===== config.mk =====
export PLATFORM = sky130hd
export DESIGN_NAME = vga_fb_arbiter_flat
export DESIGN_NICKNAME = d
export VERILOG_FILES = /design/src/rtl/vga_fb_arbiter_if.sv /design/src/rtl/vga_fb_arbiter.sv /design/src/flat_wrapper.sv
export SDC_FILE = /design/constraint.sdc
export NUM_CORES = 1
export LEC_CHECK = 0
export CAP_MARGIN = 10
export CORE_MARGIN = 3
export CORE_UTILIZATION = 38
export CTS_CLUSTER_SIZE = 8
export DETAILED_ROUTE_END_ITERATION = 8
export PLACE_DENSITY = 0.87
export SLEW_MARGIN = 20
export SYNTH_ARGS = -nofsm -noshare
export SYNTH_HDL_FRONTEND = slang
export SYNTH_SLANG_ARGS = --single-unit

===== constraint.sdc =====
create_clock -name iClk -period 1.5 [get_ports iClk]
set_input_delay 0.225 -clock iClk [delete_from_list [all_inputs] [get_ports iClk]]
set_output_delay 0.225 -clock iClk [all_outputs]
set_load 0.005 [all_outputs]

===== src/rtl/vga_fb_arbiter_if.sv =====
// Writer-side request/acknowledge bundle for the framebuffer arbiter.
// The master drives a held request; the slave returns a one-cycle ack and error pulse.
interface vga_fb_arbiter_if #(
    parameter int unsigned ADDR_W = 13,
    parameter int unsigned DATA_W = 8
);
    logic              iWrReq;
    logic [ADDR_W-1:0] iWrAddr;
    logic [DATA_W-1:0] iWrData;
    logic              oWrAck;
    logic              oWrErr;

    modport master (
        output iWrReq, iWrAddr, iWrData,
        input  oWrAck, oWrErr
    );

    modport slave (
        input  iWrReq, iWrAddr, iWrData,
        output oWrAck, oWrErr
    );
endinterface


===== src/rtl/vga_fb_arbiter.sv =====
// Single-port cell framebuffer arbiter: fixed display fetch slots, writer granted in the gaps.
// Optional macro VGA_FB_BLANK_WRITE_EN restricts writes to vertical blanking.
module vga_fb_arbiter #(
    parameter int unsigned WIDTH      = 640,
    parameter int unsigned HEIGHT     = 480,
    parameter int unsigned CELL_SHIFT = 3,
    parameter int unsigned DATA_W     = 8,
    parameter int unsigned ADDR_W     = 13
) (
    input  logic              iClk,
    input  logic              iRst,
    input  logic [9:0]        iCountH,
    input  logic [9:0]        iCountV,
    vga_fb_arbiter_if.slave   wr,
    output logic [ADDR_W-1:0] oMemAddr,
    output logic              oMemWe,
    output logic [DATA_W-1:0] oMemWData,
    input  logic [DATA_W-1:0] iMemRData,
    output logic [DATA_W-1:0] oPixel
);

    localparam int unsigned COLS   = WIDTH >> CELL_SHIFT;
    localparam int unsigned NCELLS = COLS * (HEIGHT >> CELL_SHIFT);

    localparam logic [9:0]        WIDTH_C  = 10'(WIDTH);
    localparam logic [9:0]        HEIGHT_C = 10'(HEIGHT);
    localparam logic [ADDR_W-1:0] COLS_C   = ADDR_W'(COLS);
    localparam logic [ADDR_W-1:0] NCELLS_C = ADDR_W'(NCELLS);

    localparam logic [0:0] ST_IDLE  = 1'b0;
    localparam logic [0:0] ST_WRITE = 1'b1;

    logic [0:0]        state_q, state_d;
    logic [ADDR_W-1:0] mem_addr_q, mem_addr_d;
    logic              mem_we_q, mem_we_d;
    logic [DATA_W-1:0] mem_wdata_q, mem_wdata_d;
    logic              wr_ack_q, wr_ack_d;
    logic              wr_err_q, wr_err_d;
    logic              active_d1_q, active_d2_q;
    logic              slot_d1_q, slot_d2_q;
    logic [DATA_W-1:0] pixel_q, pixel_d;

    logic              active_c;
    logic              slot_c;
    logic              blank_ok_c;
    logic              grant_c;
    logic [ADDR_W-1:0] slot_addr_c;

    assign active_c    = (iCountH < WIDTH_C) && (iCountV < HEIGHT_C);
    assign slot_c      = active_c && (iCountH[CELL_SHIFT-1:0] == '0);
    assign slot_addr_c = ADDR_W'(iCountV >> CELL_SHIFT) * COLS_C
                       + ADDR_W'(iCountH >> CELL_SHIFT);

`ifdef VGA_FB_BLANK_WRITE_EN
    assign blank_ok_c = (iCountV >= HEIGHT_C);
`else
    assign blank_ok_c = 1'b1;
`endif

    assign grant_c = wr.iWrReq && !slot_c && blank_ok_c;

    // Next-state: display slot wins the port, otherwise an idle FSM may take a write.
    always_comb begin
        state_d     = ST_IDLE;
        mem_addr_d  = mem_addr_q;
        mem_we_d    = 1'b0;
        mem_wdata_d = mem_wdata_q;
        wr_ack_d    = 1'b0;
        wr_err_d    = 1'b0;
        if (slot_c) begin
            mem_addr_d = slot_addr_c;
        end else if ((state_q == ST_IDLE) && grant_c) begin
            state_d    = ST_WRITE;
            mem_addr_d = wr.iWrAddr;
            wr_ack_d   = 1'b1;
            if (wr.iWrAddr < NCELLS_C) begin
                mem_we_d    = 1'b1;
                mem_wdata_d = wr.iWrData;
            end else begin
                wr_err_d = 1'b1;
            end
        end
    end

    // Pixel capture lines up with read data two cycles after the slot address.
    always_comb begin
        pixel_d = pixel_q;
        if (!active_d2_q) begin
            pixel_d = '0;
        end else if (slot_d2_q) begin
            pixel_d = iMemRData;
        end
    end

    always_ff @(posedge iClk or posedge iRst) begin
        if (iRst) begin
            state_q     <= ST_IDLE;
            mem_addr_q  <= '0;
            mem_we_q    <= 1'b0;
            mem_wdata_q <= '0;
            wr_ack_q    <= 1'b0;
            wr_err_q    <= 1'b0;
            active_d1_q <= 1'b0;
            active_d2_q <= 1'b0;
            slot_d1_q   <= 1'b0;
            slot_d2_q   <= 1'b0;
            pixel_q     <= '0;
        end else begin
            state_q     <= state_d;
            mem_addr_q  <= mem_addr_d;
            mem_we_q    <= mem_we_d;
            mem_wdata_q <= mem_wdata_d;
            wr_ack_q    <= wr_ack_d;
            wr_err_q    <= wr_err_d;
            active_d1_q <= active_c;
            active_d2_q <= active_d1_q;
            slot_d1_q   <= slot_c;
            slot_d2_q   <= slot_d1_q;
            pixel_q     <= pixel_d;
        end
    end

    assign oMemAddr  = mem_addr_q;
    assign oMemWe    = mem_we_q;
    assign oMemWData = mem_wdata_q;
    assign wr.oWrAck = wr_ack_q;
    assign wr.oWrErr = wr_err_q;
    assign oPixel    = pixel_q;

endmodule


===== src/flat_wrapper.sv =====
// flat-port wrapper written by rule: the top's interface ports become plain ports
module vga_fb_arbiter_flat 
#(
    parameter int unsigned WIDTH      = 640,
    parameter int unsigned HEIGHT     = 480,
    parameter int unsigned CELL_SHIFT = 3,
    parameter int unsigned DATA_W     = 8,
    parameter int unsigned ADDR_W     = 13
)
  (iClk, iRst, iCountH, iCountV, oMemAddr, oMemWe, oMemWData, iMemRData, oPixel, wr_iWrReq, wr_iWrAddr, wr_iWrData, wr_oWrAck, wr_oWrErr);
  vga_fb_arbiter_if #(.ADDR_W(ADDR_W), .DATA_W(DATA_W)) wr_i ();
  input  logic iClk;
  input  logic iRst;
  input  logic [9:0] iCountH;
  input  logic [9:0] iCountV;
  output logic [ADDR_W-1:0] oMemAddr;
  output logic oMemWe;
  output logic [DATA_W-1:0] oMemWData;
  input  logic [DATA_W-1:0] iMemRData;
  output logic [DATA_W-1:0] oPixel;
  input wire logic [$bits(wr_i.iWrReq)-1:0] wr_iWrReq;
  input wire logic [$bits(wr_i.iWrAddr)-1:0] wr_iWrAddr;
  input wire logic [$bits(wr_i.iWrData)-1:0] wr_iWrData;
  output wire logic [$bits(wr_i.oWrAck)-1:0] wr_oWrAck;
  output wire logic [$bits(wr_i.oWrErr)-1:0] wr_oWrErr;
  assign wr_i.iWrReq = wr_iWrReq;
  assign wr_i.iWrAddr = wr_iWrAddr;
  assign wr_i.iWrData = wr_iWrData;
  assign wr_oWrAck = wr_i.oWrAck;
  assign wr_oWrErr = wr_i.oWrErr;
  vga_fb_arbiter #(.WIDTH(WIDTH), .HEIGHT(HEIGHT), .CELL_SHIFT(CELL_SHIFT), .DATA_W(DATA_W), .ADDR_W(ADDR_W)) u_core (.iClk(iClk), .iRst(iRst), .iCountH(iCountH), .iCountV(iCountV), .wr(wr_i), .oMemAddr(oMemAddr), .oMemWe(oMemWe), .oMemWData(oMemWData), .iMemRData(iMemRData), .oPixel(oPixel));
endmodule

[Word level (Yosys, flattened, before mapping)]
Cells that the tools add are included.
Word-level totals
  bits in registers: 36
  output and inout port bits: 32
Cells by class
  add/sub/neg operators: 1
  $mul: 1
  magnitude comparators: 3
  equal/unequal tests: 1
  multiplexer cells: 12
  bitwise logic cells: 2
  reductions and logical operators: 8
Operators with widths (count)
  2-to-1 mux 13 bit: 2
  2-to-1 mux 8 bit: 2
  adder 13 x 7 -> 13 bit: 1
  < comparator 13 bit, second input constant: 1
  < comparator 10 bit, second input constant: 1
  < comparator 10 x 9 -> 1 bit, second input constant: 1
  multiplier 7 x 3 -> 9 bit, second input constant: 1
  2-to-1 mux 1 bit: 8
  logical AND 1 bit: 4
  logical NOT 3 bit: 1
  AND reduction 3 bit: 1
  inequality test 2 bit, second input constant: 1
  NOT 1 bit: 2
  nonzero test 2 bit: 1
  logical NOT 1 bit: 1

[Depth between registers and ports, before layout]
  depth after elaboration: 8
  gate-level depth with buffers: 8
  mapped depth without buffers: 8

[Least setup slack after synthesis]
OpenSTA, ideal clock, no wires.
  kind: input -> register
  start: input port iCountV[4]
  end: register u_core.mem_addr_q[12], in the netlist u_core.oMemAddr[12]
  arrival time: 2.091 ns
  setup slack: -0.722 ns
  stages: 8
  path buffers: 0
  cells stage by stage: ha_1 ha_1 fa_1 a211oi_1 o22ai_1 nor4b_2 xor2_1 o21ai_1
Between the ends
  longest elaborated chain between the ends: 7
  elaborated cells between the ends (all ways): 10
  those cells by class: 1 x add/sub; 1 x mul; 1 x order compare; 1 x mux; 6 x reduce/logical
Ends and longest elaborated chain
  start: declaration: RTL line flat_wrapper.sv:15  | input logic [9:0] iCountV;
  parallel branches: the longest is 7 deep, another holds adder 13 x 7 -> 13 bit
  end signal: assignment: RTL line vga_fb_arbiter.sv:110  | mem_addr_q <= mem_addr_d;
  end: declaration: RTL line vga_fb_arbiter.sv:34  | logic [ADDR_W-1:0] mem_addr_q, mem_addr_d;
Parallel ways; which one is timed is not known.
A chain may end at the register's enable or synchronous reset.

[Worst setup path in the final report]
  start: input port iCountV[6]
  end: register u_core.mem_addr_q[12], in the netlist u_core.oMemAddr[12]
The elaborated chain is that of the path after synthesis.

==> tab_implementation.tex <==
\begin{tabular}{lr}
\hline
Metric & Value \\
\hline
\multicolumn{2}{l}{\textbf{Floorplanning}} \\
I/O pin cnt & 84 \\
Die outline height & 77.65 µm \\
Area of the core region & 0.004848 mm² \\
Die Outline Area & between 0.006 and 0.007 mm² \\
Width of the die & between 70 and 80 µm \\
Standard-cell rows & 25 \\
Effective utilization at floorplan & 40.23\% \\
\multicolumn{2}{l}{\textbf{Yosys}} \\
Post-synthesis adder-cell area fraction & 10.39\% \\
Number of flops mapped to enable cells by yosys & 0 \\
Number of warnings printed during yosys synthesis & 0 \\
Seq cells post-synth & 36 \\
Area share of the largest cell type after synthesis & 46.18\% \\
Share of synthesized area occupied by flip-flops and latches & 46.18\% \\
Most frequently used flop master after synthesis & dfrtp\_1 \\
Net count after synthesis & 234 \\
Number of cells produced by synthesis & 167 \\
Synth Area in Simple Gates & 10.39\% \\
Synthesized area per cell & 11.68 µm² \\
Parity-gate share of the synthesized area counting xor and xnor cells & roughly 3.1\% \\
Mapped cell area & 0.001951 mm² \\
Dominant combinational cell family by area after synthesis & multiplexers \\
Mux contribution to synthesized area & 17.19\% \\
Top post-synthesis cells by area & dfrtp\_1, mux2i\_1, ha\_1, mux2\_4, nor2b\_1 \\
Most common cell in the synthesized netlist & dfrtp\_1 \\
Biggest area consumer among synthesized cells & dfrtp\_1 \\
Share of the synthesized area in compound gates (AO/OA/AOI/OAI) & $\sim$9.9\% \\
Number of different library cells in the post-synthesis netlist & 38 \\
Async set-or-reset flop fraction in the synthesized netlist & 100.0\% \\
Leading cell types by count after synthesis & dfrtp\_1, mux2i\_1, nand2\_1, ha\_1, o21ai\_0 \\
\multicolumn{2}{l}{\textbf{Critical path}} \\
Highest fanout seen on the critical path & 2 \\
Worst-case register-to-register setup slack & 80 ps \\
Launching element of the worst setup path & iCountV[6] \\
Arrival time of data at the critical path endpoint & 2000 ps \\
Worst path required time & about 1700 ps \\
Sort of element at the start of the critical path & primary input \\
Startpoint-to-endpoint class of the critical path & primary input to flop \\
Crit. End Element & flop \\
Worst reg2reg path startpoint & u\_core.state\_q\$\_DFF\_PP0\_ \\
\multicolumn{2}{l}{\textbf{Global routing}} \\
First-pass GRT wire length & 8.362 mm \\
Pin count of the biggest net entering global routing & 25 \\
Number of global-route vias before repair & 1720 \\
Total gr overflow & 0 \\
Gr usage total & between 10\% and 20\% \\
Initial antenna violation count & 0 \\
\multicolumn{2}{l}{\textbf{Timing}} \\
Setup repair after global routing missed its margin & yes \\
Slew Viols, Final & 0 \\
Final cycle utilization of the critical path & 121.6\% \\
Slew margin rel. & 70.35\% \\
Final number of setup-violating endpoints & 13 \\
Final worst slack & -323.4 ps \\
Post-route clock skew & 7.260 ps \\
Number of hold violations in the final report & 0 \\
Shortest clock period the worst path allows after layout & 1823 ps \\
Max Clk Rate & 0.5484 GHz \\
Slew @ Worst Pin & 444.7 ps \\
WHS & 257.1 ps \\
\multicolumn{2}{l}{\textbf{Route}} \\
Number of routed nets with antenna violations & 0 \\
Drt via density & 4.853 \\
Routed len/inst & around 15 µm \\
Number of violations reported at the end of detailed-routing iteration 0 & 55 \\
DR pass1 iterations & 4 \\
Via Count & 1689 \\
Overall routed net length & 5.139 mm \\
Number of remaining DRC errors & 0 \\
\multicolumn{2}{l}{\textbf{CTS}} \\
Bufs on Longest Clock Path & 2 \\
Clk sink count & 36 \\
Buffer type at the clock tree root & clkbuf\_8 \\
Htree depth & 2 \\
Clock tree from TritonCTS & yes \\
Clock-pin slew on the worst setup and hold paths & about 70 ps \\
Clock buffers created by TritonCTS & 5 \\
Clock latency on the worst-skew pair & 290 ps \\
\multicolumn{2}{l}{\textbf{Final layout}} \\
Final \#Nets & about 350 \\
Final core utilization & a little over two thirds \\
Antenna fix cells & 0 \\
Area grow syn2layout & 72.93\% \\
Share of layout cells above drive strength 1 & 31.67\% \\
Final Instance Area & 0.003373 mm² \\
\multicolumn{2}{l}{\textbf{Placed design}} \\
Gp weighted congestion & 0.7811 \\
IO buf count & 80 \\
Final HPWL from detailed placement & 3.877 mm \\
Total cell area at the placement stage & 0.003062 mm² \\
\multicolumn{2}{l}{\textbf{Outcome}} \\
Outcome & finished with violations \\
Violations in the final reports & negative setup slack \\
\multicolumn{2}{l}{\textbf{Power and ir drop}} \\
Pwr/cell area & 886.2 mW/mm² \\
Overall power & 0.002989 W \\
LEAKAGE & 1.480 nW \\
Worst vdd rail ir drop & between 300 and 400 µV \\
\multicolumn{2}{l}{\textbf{Worst hold path}} \\
HP Class & primary input to async pin \\
\multicolumn{2}{l}{\textbf{Flow run}} \\
Max Cap Viol & 0 \\
\hline
\end{tabular}
==> flip-flops by register name, summed over array words and instances, names as in the netlist <==
| signal | count |
|---|---|
| u_core.active_d1_q | 1 |
| u_core.slot_d1_q | 1 |
| u_core.slot_d2_q | 1 |
| u_core.oMemAddr | 13 |
| u_core.state_q | 1 |
| u_core.wr.oWrErr | 1 |
| u_core.oMemWe | 1 |
| u_core.active_d2_q | 1 |
| u_core.oPixel | 8 |
| u_core.oMemWData | 8 |
==> what timing repair did <==
item | in CTS | in global routing
resized for setup | 55 | 20
setup endpoints to repair | 25 | 20
pin swaps | 20 | 13
hold buffers | 0 | 0
buffers inserted | 6 | 3
endpoints found under the hold margin | 0 | 0
==> through the flow <==
stage	setup slack [ps]	cells	TNS, ps
floorplan	-477.9	167	-1875
detailed placement	-1098	334	-18590
finish	-323.4	348	-1406
global route	-372.9	348	-2112
global placement	-1045	334	-17080
CTS	-358.3	346	-1905
==> power breakdown <==
part           internal (W)  switching, W
combinational      0.000704      0.000392
clock              0.000409      0.000321
sequential          0.00109     0.0000708
total               0.00220      0.000785
==> worst max-delay path, stage by stage <==
cell and delay (ps):
buf_8 100, ha_4 230, ha_4 160, fa_2 400, a211oi_4 240, o22ai_2 100, nor4b_2 290, xor2_1 170
o21ai_1 80
==> cells by family after synthesis <==
family                     count (synthesis)
adders and majority gates                 15
DFF                                       36
AOI/OAI and AO/OA                         31
muxes                                     29
and+or+nand+nor                           39
buffers and inverters                     10
xor gates and xnor gates                   7
==> layout make-up <==
cell class / instances / area [µm²]
Tap cell: 67 / 83.83
Timing Repair Buffer: 113 / 1057
Clock buffer: 7 / 96.34
Sequential cell: 36 / 900.9
Multi-Input combinational cell: 121 / 1212
Fill cell: 368 / 1475
Inverter: 4 / 22.52
==> layout by cell type (no fill, tap or decap), drive strengths merged, types with 4 or more instances in the layout <==
| master | n |
|---|---|
| buf | 40 |
| clkbuf | 7 |
| clkdlybuf4s50 | 63 |
| dfrtp | 36 |
| dlygate4sd2 | 6 |
| ha | 13 |
| mux2 | 12 |
| mux2i | 17 |
| nand2 | 14 |
| nor2 | 8 |
| nor2b | 9 |
| o21ai | 14 |
| xor2 | 4 |
==> path summary, 6_finish.rpt <==
check,end,cells after the start
setup reg to reg,u_core.oMemWData[6]$_DFFE_PP0P_,4
hold / removal,u_core.oMemWData[3]$_DFFE_PP0P_,3
max in group asynchronous,u_core.oPixel[1]$_DFFE_PP0P_,3
min in group iClk,u_core.active_d2_q$_DFF_PP0_,0
setup / recovery,u_core.oMemAddr[12]$_DFFE_PP0P_,9
hold reg to reg,u_core.active_d2_q$_DFF_PP0_,0
==> metal layers <==
metal,wire [µm],vias to the layer above,GRT usage [%]
li1,-,819,-
met2,2752,58,31.68
met5,0,-,0
met1,2002,804,20.16
met4,76,0,5.338
met3,307,8,4.756
Note: power is estimated with default switching activity, not from simulation.
